### config.mk
export PLATFORM = sky130hd
export DESIGN_NAME = digit_wr_arb
export DESIGN_NICKNAME = d
export VERILOG_FILES = /design/src/rtl/digit_wr_arb.sv
export SDC_FILE = /design/constraint.sdc
export NUM_CORES = 1
export LEC_CHECK = 0
export CELL_PAD_IN_SITES_DETAIL_PLACEMENT = 1
export CELL_PAD_IN_SITES_GLOBAL_PLACEMENT = 2
export CORE_ASPECT_RATIO = 1.2
export CORE_MARGIN = 8
export CORE_UTILIZATION = 27
export CTS_CLUSTER_SIZE = 28
export DETAILED_ROUTE_END_ITERATION = 8
export PLACE_DENSITY = 0.77
export SLEW_MARGIN = 20
export SYNTH_ARGS = -nofsm -noshare
export SYNTH_HDL_FRONTEND = slang
export SYNTH_SLANG_ARGS = --single-unit
### constraint.sdc
create_clock -name clk -period 2.3 [get_ports clk]
set_input_delay 0.46 -clock clk [delete_from_list [all_inputs] [get_ports clk]]
set_output_delay 0.46 -clock clk [all_outputs]
set_load 0.01 [all_outputs]
### src/rtl/digit_wr_arb.sv
// Write arbiter for the 7-segment digit registers: round-robin req/ack sharing of
// the single load path between two requesters, plus a self-timed clear sweep.
module digit_wr_arb #(
    parameter int             NDIG    = 8,
    parameter int             W       = 5,
    parameter logic [W-1:0]   CLR_VAL = '0,
    parameter int             AW      = $clog2(NDIG)
) (
    input  logic              clk,
    input  logic              reset_n,
    input  logic [1:0]        req,
    input  logic [AW-1:0]     addr0,
    input  logic [AW-1:0]     addr1,
    input  logic [W-1:0]      data0,
    input  logic [W-1:0]      data1,
    input  logic              clr,
    output logic [1:0]        ack,
    output logic [NDIG-1:0]   lden,
    output logic [W-1:0]      d,
    output logic              clr_done,
    output logic              busy
);

    typedef enum logic [1:0] {S_IDLE, S_WRITE, S_RELEASE, S_CLEAR} state_t;

    state_t             r_state;
    state_t             w_state_nxt;
    logic               r_pri;
    logic               r_gnt;
    logic               r_clr_pend;
    logic [AW-1:0]      r_k;
    logic [1:0]         r_ack;
    logic [NDIG-1:0]    r_lden;
    logic [W-1:0]       r_d;
    logic               r_clr_done;
    logic               r_busy;

    logic               w_gnt;
    logic               w_clr_any;
    logic [AW-1:0]      w_k_nxt;
    logic [AW-1:0]      w_addr;
    logic [W-1:0]       w_data;
    logic [1:0]         w_ack_nxt;
    logic [NDIG-1:0]    w_lden_nxt;
    logic [W-1:0]       w_d_nxt;
    logic               w_done_nxt;
    logic               w_busy_nxt;

    // Out-of-range addresses decode to no enable at all.
    function automatic logic [NDIG-1:0] f_onehot(input logic [AW-1:0] a);
        logic [NDIG-1:0] v;
        v = '0;
        for (int i = 0; i < NDIG; i++) begin
            if (a == AW'(i)) v[i] = 1'b1;
        end
        return v;
    endfunction

    // A clr arriving on the deciding edge counts as already pending.
    assign w_clr_any = r_clr_pend | clr;
    assign w_k_nxt   = (r_state == S_CLEAR) ? r_k + 1'b1 : '0;

    always_comb begin
        w_gnt = r_pri;
        if (req == 2'b01)      w_gnt = 1'b0;
        else if (req == 2'b10) w_gnt = 1'b1;
        w_addr = w_gnt ? addr1 : addr0;
        w_data = w_gnt ? data1 : data0;
    end

    always_ff @(posedge clk or negedge reset_n) begin
        if (!reset_n) begin
            r_state    <= S_IDLE;
            r_pri      <= 1'b0;
            r_gnt      <= 1'b0;
            r_clr_pend <= 1'b0;
            r_k        <= '0;
            r_ack      <= '0;
            r_lden     <= '0;
            r_d        <= '0;
            r_clr_done <= 1'b0;
            r_busy     <= 1'b0;
        end else begin
            r_state <= w_state_nxt;
            r_k     <= w_k_nxt;
            if (r_state == S_IDLE && w_state_nxt == S_CLEAR)
                r_clr_pend <= 1'b0;
            else if (clr)
                r_clr_pend <= 1'b1;
            if (r_state == S_IDLE && w_state_nxt == S_WRITE) begin
                r_gnt <= w_gnt;
                r_pri <= ~w_gnt;
            end
            r_ack      <= w_ack_nxt;
            r_lden     <= w_lden_nxt;
            r_d        <= w_d_nxt;
            r_clr_done <= w_done_nxt;
            r_busy     <= w_busy_nxt;
        end
    end

    always_comb begin
        w_state_nxt = r_state;
        case (r_state)
            S_IDLE: begin
                if (w_clr_any)  w_state_nxt = S_CLEAR;
                else if (|req)  w_state_nxt = S_WRITE;
            end
            S_WRITE:   w_state_nxt = S_RELEASE;
            S_RELEASE: if (!req[r_gnt]) w_state_nxt = S_IDLE;
            S_CLEAR:   if (r_k == AW'(NDIG - 1)) w_state_nxt = S_IDLE;
            default:   w_state_nxt = S_IDLE;
        endcase
    end

    // Outputs are decoded from the next state so they are valid in that state's cycle.
    always_comb begin
        w_ack_nxt  = '0;
        w_lden_nxt = '0;
        w_d_nxt    = '0;
        w_done_nxt = 1'b0;
        w_busy_nxt = (w_state_nxt != S_IDLE);
        case (w_state_nxt)
            S_WRITE: begin
                w_ack_nxt  = w_gnt ? 2'b10 : 2'b01;
                w_lden_nxt = f_onehot(w_addr);
                w_d_nxt    = w_data;
            end
            S_CLEAR: begin
                w_lden_nxt = f_onehot(w_k_nxt);
                w_d_nxt    = CLR_VAL;
                w_done_nxt = (w_k_nxt == AW'(NDIG - 1));
            end
            default: ;
        endcase
    end

    assign ack      = r_ack;
    assign lden     = r_lden;
    assign d        = r_d;
    assign clr_done = r_clr_done;
    assign busy     = r_busy;

endmodule

==> impl_results.md <==
- Status: finished clean
- Worst vdd ir: 0.382 mV
- Syn_area_per_cell: 11.3 um^2
- Data required time at the worst endpoint: 2.45 ns
- Detailed-route wire length per cell: 15.4 um
- Synth top area cells: sky130_fd_sc_hd__dfrtp_1 (55%), sky130_fd_sc_hd__mux2i_1 (5.3%), sky130_fd_sc_hd__nor2_1 (4.9%)
- Summed negative setup slack over all endpoints: 0 ns
- Post-synth design cell area: 1140 um^2
- Overall global routing resource usage: 10.2%
- Worst R2R End: lden[2]
- Global placement routability congestion: 0.739
- Number of optimization iterations in the first detailed-route pass: 4
- Count of max-cap constraint violations: 0
- Net Count, Synth: 124
- Post-route DRC violation count: 0
- Clock power frac: 17.1%
- Sequential-to-total area share from yosys stat: 54.9%
- Maximum fanout along the worst path: 4
- # diodes: 0
- Internal cell power: 950 uW
- Relative contribution of sequential cells to total power: 42.5%
- Cell depth of the worst setup path: 6
- Die width: 75.3 um
- Finished layout cell area: 1620 um^2
- Half-perimeter wire length after placement: 2540 um
- Most common cell type on the critical path: sky130_fd_sc_hd__ha_1
- Switching power total: 554 uW
- Synth unique cells: 32
- Cts bufs inserted: 3
- Worst path slowest cell: sky130_fd_sc_hd__dfrtp_1
- Share of power burned in combinational logic: 40.4%
- Total placed instance area: 1570 um^2
- Via Count: 927
- Clock latency of the later-clocked register in the worst-skew pair: 0.26 ns
- Worst reg2reg setup slack: 0.32 ns
- Std-Cell Core Area: 4160 um^2
- Worst reg2reg path depth: 6
- Number of buffer cells added on primary ports: 37
- Origin of the critical flop-to-flop path: r_k[0]
- Layout-stage area growth over the synthesis result: 42.0%
- Clock skew after layout: 0.00386 ns
- Maximum number of pins on one net before global-route repair: 26
- Number of global-route vias before repair: 1,057
- Power Dens Cells: 930 nW/um^2
- Post-synthesis cell type with the largest combined area: sky130_fd_sc_hd__dfrtp_1
- Number of hold buffers added after cts: 0
- Die outline height: 87.1 um
- IO Pins: 38
- Number of setup buffers added after CTS: 0
- Hold Vio Cnt, Final: 0
- Number of antenna violations at the first check in global routing: 0
- Synth Register Bits: 25
- Worst-path clk slew: 0.08 ns
- Number of instances on the worst hold path: 1
- Worst relative slew slack: 57.5%
- Clock tree from TritonCTS: yes
- Maximum clock path buffer count: 2
- Arrival @ worst endpoint: 2.13 ns
- Post-cts gate resize count: 0
- Worst hold slack after final layout: 0.488 ns
- Critical path destination: lden[2]
- Via density per instance: 4.71
- Final setup violation count: 0
- Switch share: 36.8%
- Initial Utilization: 27.3%
- Unrepaired setup endpoints after global routing: false
- Wire length of the first global-routing pass: 5270 um
- Number of buffer and inverter instances along the worst setup path: 0
- Final antenna-violating net count: 0
- Leakage: 0.000697 uW
- Depth of the CTS H-tree: 1
- Gr ovfl total: 0
- Initial DRC Count: 13
- Slew at the pin closest to its max-slew limit: 0.635 ns
- Final Critical Period: 1.98 ns
- Critical Path Source Type: flip-flop
- Number of placement rows: 26
- Share of cells above drive strength 1: 9.22%
- Kind of cell adding the most delay to the critical path: compound AO/OA/AOI/OAI gates
- CP Class: reg -> reg
- Total number of clock tree sinks: 25
- Fmax achieved: 506 MHz
- Critical path capture point type: flip-flop
- Final critical-path share of the clock period: 85.9%
- Critical path's largest stage delay: 0.41 ns
- Final wirelength: 3040 um
- Mapped Cells: 101
- Final max-slew violation count: 0
- Die area: 6560 um^2
- Worst hold path class: reg -> reg
- Final #Nets: 165
- Fraction of post-synthesis cell area in the top cell type by area: 54.9%
- Critical Path, Cell by Cell: ha_1, ha_1, and3_1, a311oi_2, o31ai_1, nor4_1
- Warnings from Yosys: 0
- Worst setup path start: r_k[0]
- Fillers: 501
- Buffer cell driving the clock tree root: sky130_fd_sc_hd__clkbuf_8
[power by group through the flow]
stage	registers [uW]	logic, uW	clock network, uW
global placement	641	607	0
floorplan	615	428	0
global route	662	679	290
detailed placement	649	617	0
CTS	640	620	274
finish	639	608	257
[cell usage after synthesis, drive strengths merged]
master	number
a21oi	4
a211oi	3
o31a	2
nor3b	1
buf	2
mux2i	6
a21o	2
ha	2
o31ai	4
o22ai	2
or2	4
and3	3
nand4	1
nor2	15
and3b	1
a21bo	1
nor4	4
nand2	4
o21ai	2
or3	1
nand2b	2
clkbuf	1
nor3	4
a21boi	1
inv	2
dfrtp	25
a311oi	1
o32ai	1
[sequential cells by signal, summed over array words and instances, names as in the netlist]
name / flops
r_pri: 1
clr_done: 1
r_state: 2
r_k: 3
r_clr_pend: 1
lden: 8
r_gnt: 1
ack: 2
busy: 1
d: 5
[stage by stage]
step	worst slack (ns)	instances	total power [uW]	utilization [%]
after floorplan	0.662	101	1040	-
after global placement	0.134	193	1250	37.7
after detailed placement	0.0545	193	1270	37.7
after CTS	0.308	197	1530	38.8
after global routing	0.108	197	1630	38.8
final	0.324	197	1500	38.8
[routing by layer]
| metal | vias to the layer above | GRT usage [%] | routed length [um] |
|---|---|---|---|
| met2 | 31 | 18.0 | 1520 |
| met5 | - | 0 | 0 |
| met3 | 0 | 4.03 | 267 |
| met4 | 0 | 2.10 | 0 |
| li1 | 447 | - | - |
| met1 | 449 | 11.1 | 1250 |
[area by class of cell]
type	count	area, um^2	area share (%)
clock buffers	4	45.0	2.79
repair buffers	39	385	23.8
multi-input cells	71	483	29.9
flip-flops and latches	25	626	38.7
well taps	56	70.1	4.33
inverters	2	7.51	0.464
[cell usage in the layout (no fill, tap or decap), drive strengths merged, types with 3 or more instances in the layout]
master,n
a211oi,3
a21oi,4
and3,3
clkbuf,4
clkdlybuf4s50,37
dfrtp,25
mux2i,6
nand2,4
nor2,15
nor3,4
nor4,4
o31ai,4
or2,4
[cell families (layout without fill, tap and decap cells)]
family / after synthesis / in the layout / share of synthesized area [%]
AND/OR/NAND/NOR: 40 / 40 / 19.5
flip-flops: 25 / 25 / 54.9
AO/OA/AOI/OAI: 23 / 23 / 15.5
multiplexers: 6 / 6 / 5.27
buffers and inverters: 5 / 45 / 2.64
adder cells (fa/ha/maj): 2 / 2 / 2.20
[how the worst min path moves through the flow]
stage	start	end
after floorplan	reset_n	ack[0]
after global placement	r_k[0]	r_k[0]
after detailed placement	r_k[0]	r_k[0]
after CTS	r_k[0]	r_k[0]
after global routing	r_k[0]	r_k[0]
final	r_k[0]	r_k[0]
[worst register-to-register path, cell delays in order (launching register included)]
cell                       delay (ns)
sky130_fd_sc_hd__dfrtp_1         0.41
sky130_fd_sc_hd__ha_1            0.22
sky130_fd_sc_hd__ha_1            0.21
sky130_fd_sc_hd__and3_1          0.20
sky130_fd_sc_hd__a311oi_2        0.34
sky130_fd_sc_hd__o31ai_1         0.19
sky130_fd_sc_hd__nor4_1          0.30
No activity file was read; power rests on OpenSTA's default activity.
==> variant 1, RTL diff (same flow settings) <==
Encoding of `state_t`: now one-hot (4 bits for 4 states).
--- a/src/rtl/digit_wr_arb.sv
+++ b/src/rtl/digit_wr_arb.sv
@@ -22,5 +22,5 @@
 );
 
-    typedef enum logic [1:0] {S_IDLE, S_WRITE, S_RELEASE, S_CLEAR} state_t;
+    typedef enum logic [3:0] {S_IDLE = 4'b0001, S_WRITE = 4'b0010, S_RELEASE = 4'b0100, S_CLEAR = 4'b1000} state_t;
 
     state_t             r_state;
Behaviour: same outputs for any inputs over 10 cycles, from zero or initial values and one cycle with reset_n low; not proved beyond that.
==> variant 1 against the original RTL <==
Total power is 11% higher. Utilization down 0.48 points. Sequential power up 6.7%. Cell area is 6.6% higher. Sequential cell count rose by 2. Setup slack better by 0.0053 ns. Global-route usage decreased by 0.45 points. Routed wire length rose by 6.9%. Synthesized cell count rose by 5.9%. Area after synthesis up 7.7%.
==> variant 1: results (changes against the original RTL) <==
most frequent cells after synthesis dfrtp_1, nor2_1, mux2i_1; drt initial violations 17 (+4); post-synthesis cell type count 36 (+13%); Placed Cells incl. Taps 203 (+5.2%); total wire length 3250 um (+6.9%); gr usage total 9.78% (-0.45 points); run status completed; post-synthesis sequential area ratio 55.2% (+0.26 points); Clock Tree Buf Depth 2 (unchanged); fin nets 173 (+4.8%); final std cells w/o fill 207 (+5.1%); clock skew 0.00734 ns (+0.00348 ns); gp weighted congestion 0.765 (+3.5%); syn_area_per_cell 11.5 um2 (+1.7%); Syn Nets 130 (+4.8%); Worst path max stage delay 0.44 ns (+0.03 ns); Vias/cell 4.65 (-1.2%); first-pass GRT wire length 5580 um (+5.9%); FF-to-FF path depth 7 (+1); TritonRoute pass-1 iters 3 (-1); Fill cells 531 (+6.0%); multi-input logic area 520 um2 (+7.8%); root buffer cell clkbuf_8; DP HPWL 2570 um (+1.0%); Critical Path Fanout Max 6 (+2); LEAKAGE 0.764 nW (+9.6%); Hold Crit Start r_gnt; dominant cells by area after synthesis dfrtp_1, mux2i_1, nor2_1; Max transition margin 73.0% (+15 points); Worst IR Drop VDD 0.293 mV (-23%); Worst Hold Path EP r_gnt; vias in the first global route 1124 (+6.3%); share of cells above drive strength 1 14.1% (+4.9 points); DP Area 1680 um2 (+6.8%); Largest register FFs 8 (unchanged); Critical R2R Capture lden[1]
==> variant 1: where the power goes <==
part / switching (W) / internal, W / leakage [nW] / total, W
Sequential: 0.0000877 / 0.000594 / 0.361 / 0.000682
Combinational: 0.000357 / 0.000359 / 0.380 / 0.000716
Clock: 0.000146 / 0.000124 / 0.0228 / 0.000271
==> variant 1: final cells by class <==
class / count / share of cell area (%)
clock buffer: 4 / 2.61
inverter: 2 / 0.436
multi-input combinational: 75 / 30.2
sequential: 27 / 39.3
tap: 58 / 4.21
timing repair buffer: 41 / 23.2
==> variant 1: critical path: cells and delay by family (launching register included) <==
family | cells | cell delay (ns)
AO/OA/AOI/OAI | 1 | 0.30
adder cells (fa/ha/maj) | 2 | 0.38
buffers and inverters | 1 | 0.10
flip-flops | 1 | 0.44
AND/OR/NAND/NOR | 3 | 0.63
==> variant 1: how the worst max path moves through the flow <==
stage                 from  endpoint  slack [ns]  cells after the start
finish              r_k[0]   lden[1]        0.33                      7
global route        r_k[0]   lden[1]         0.1                      7
CTS                 r_k[0]   lden[1]        0.32                      7
detailed placement  req[1]   lden[1]        0.08                      7
global placement    req[1]   lden[6]         0.1                      7
floorplan           req[1]   lden[6]        0.57                      6
==> variant 1: through the flow <==
step | hold slack (ns) | power, W | setup WS (ns)
global placement | 0.469 | 0.00139 | 0.0979
floorplan | 0.164 | 0.00113 | 0.573
CTS | 0.503 | 0.00169 | 0.318
global route | 0.543 | 0.00179 | 0.0969
detailed placement | 0.476 | 0.00141 | 0.0790
finish | 0.495 | 0.00167 | 0.330
==> variant 1: cell families after synthesis <==
logic type                 synth area share, %
muxes                                     11.1
AOI/OAI and AO/OA                         9.90
DFF                                       55.2
and+or+nand+nor                           19.4
buffers and inverters                     2.35
adders and majority gates                 2.04
==> variant 1: per-layer routing <==
metal  wire [um]  up-vias  GRT usage, %  part of all wire [%]
met4          51        0          3.79                   1.6
li1            -      460             -                     -
met1        1340      467          10.5                    41
met2        1610       30          16.6                    50
met3         247        5          3.88                   7.6
met5           0        -             0                     0
==> variant 2, RTL diff (config.mk and constraints unchanged) <==
Without the edit above. The parameter `W` goes from 5 to 6.
--- a/src/rtl/digit_wr_arb.sv
+++ b/src/rtl/digit_wr_arb.sv
@@ -3,5 +3,5 @@
 module digit_wr_arb #(
     parameter int             NDIG    = 8,
-    parameter int             W       = 5,
+    parameter int             W       = 6,
     parameter logic [W-1:0]   CLR_VAL = '0,
     parameter int             AW      = $clog2(NDIG)
Interface: changed (resized d, data0 and data1); port bits go from 38 to 41. The function was not compared with the original's and may differ.
==> variant 2 against the original RTL <==
Critical path type is now input port to flip-flop. Sequential share of layout area fell by 0.96 points. Count of clock-buffer cells in the layout did not move. Critical path depth fell by 1. Largest power group unchanged. Non-clock buffer count rose by 6. Combinational power rose by 7.4%. Clock power rose by 15%. Via count rose by 5.2%. Area after synthesis rose by 3.7%. Total power rose by 7.0%. Largest cell class unchanged. Routed wire length rose by 6.0%. Sequential cell count rose by 1. Cell area rose by 6.7%. Setup slack improved by 0.0034 ns.
==> variant 2: results (changes against the original RTL) <==
wire length on met2 1550 um (+1.8%); routed via count 975 (+5.2%); syn_area_per_cell 11.4 um2 (+0.74%); clock slew at reported path FFs approximately 0.09 ns; Placed Cells incl. Taps 202 (+4.7%); CP max stage cell clkdlybuf4s50_1; routing usage on met2 17.5% (-0.54 points); TritonRoute pass-1 iters 2 (-2); drt initial violations 64 (+51); Syn Nets 129 (+4.0%); post-synthesis cell type count 33 (+3.1%); Critical Path Fanout Max 7 (+3); period utilisation layout 85.7% (-0.15 points); share of cells above drive strength 1 12.7% (+3.4 points); DP HPWL 2650 um (+4.2%); GR Layer Usage met1 11.7% (+0.59 points); total wire length 3220 um (+6.0%); DP Area 1670 um2 (+6.2%); dominant cells by area after synthesis dfrtp_1, mux2i_1, nor2_1; Max transition margin 66.3% (+8.8 points); worst min path class flip-flop to flip-flop; gr usage total 10.0% (-0.22 points); Pint 0.00102 W (+7.7%); first-pass GRT wire length 5560 um (+5.5%); Port Buf Inserts 40 (+8.1%); largest net degree at the start of global routing 27 (+3.8%); DR top layer met4; Worst path max stage delay 0.52 ns (+0.11 ns); clock skew 0.00872 ns (+0.00486 ns); CTS resizes 0 (unchanged); root buffer cell clkbuf_8; Metal-1 WL 1430 um (+15%); htree depth 1 (unchanged); Worst IR Drop VDD 0.256 mV (-33%); LEAKAGE 0.750 nW (+7.5%); Routed WL per cell 15.6 um (+1.4%); TritonCTS buffer count 3 (unchanged); post-synthesis sequential area ratio 55.1% (+0.14 points); most frequent cells after synthesis dfrtp_1, nor2_1, mux2i_1; gp weighted congestion 0.767 (+3.8%); GR Util met3 3.46% (-0.58 points); initial antenna violation count 0 (unchanged); run status completed; vias in the first global route 1126 (+6.5%); fin nets 176 (+6.7%); met3 WL 224 um (-16%)
variant 2: changes by cell type in the layout (fill, tap and decap cells not counted), sizes merged:
cell	change
clkdlybuf4s50	+3
buf	+3
nor2	+1
dfrtp	+1
mux2i	+1
variant 2: cells by family after synthesis:
family          count (synthesis)  share of synthesized area (%)
fa+ha+maj                       2                           2.12
flops                          26                           55.1
buf+inv                         5                           2.33
compound gates                 23                           15.3
simple gates                   41                           19.3
mux                             7                           5.93
variant 2: layout make-up:
class / instances / area, um2
Fill cell: 489 / 2500
Sequential cell: 26 / 651
Multi-Input combinational cell: 73 / 503
Timing Repair Buffer: 45 / 438
Tap cell: 56 / 70.1
Clock buffer: 4 / 55.1
Inverter: 2 / 7.51
variant 2: per-stage QoR:
step                      util, %  hold slack (ns)  setup WS [ns]
final                        40.8            0.480          0.328
after global routing         40.8            0.523          0.132
after CTS                    40.8            0.491          0.311
after detailed placement     39.5            0.477         0.0354
after global placement       39.5            0.464          0.130
after floorplan                 -            0.164          0.662
variant 2: final timing paths:
kind / start / to / slack, ns / cells after the start
setup / recovery: req[1] / lden[3] / 0.33 / 5
min in group asynchronous: reset_n / d[3] / 0.54 / 2
setup reg to reg: r_k[0] / lden[2] / 0.42 / 6
hold / removal: r_k[0] / r_k[0] / 0.48 / 1
max in group asynchronous: reset_n / lden[0] / 1.49 / 2
hold reg to reg: r_k[0] / r_k[0] / 0.48 / 1
variant 2: power by group through the flow:
| stage | Clock [W] | Combinational (W) | Sequential (W) |
|---|---|---|---|
| floorplan | 0 | 0.000432 | 0.000634 |
| global placement | 0 | 0.000640 | 0.000662 |
| detailed placement | 0 | 0.000661 | 0.000670 |
| CTS | 0.000304 | 0.000665 | 0.000661 |
| global route | 0.000326 | 0.000716 | 0.000678 |
| finish | 0.000296 | 0.000653 | 0.000660 |
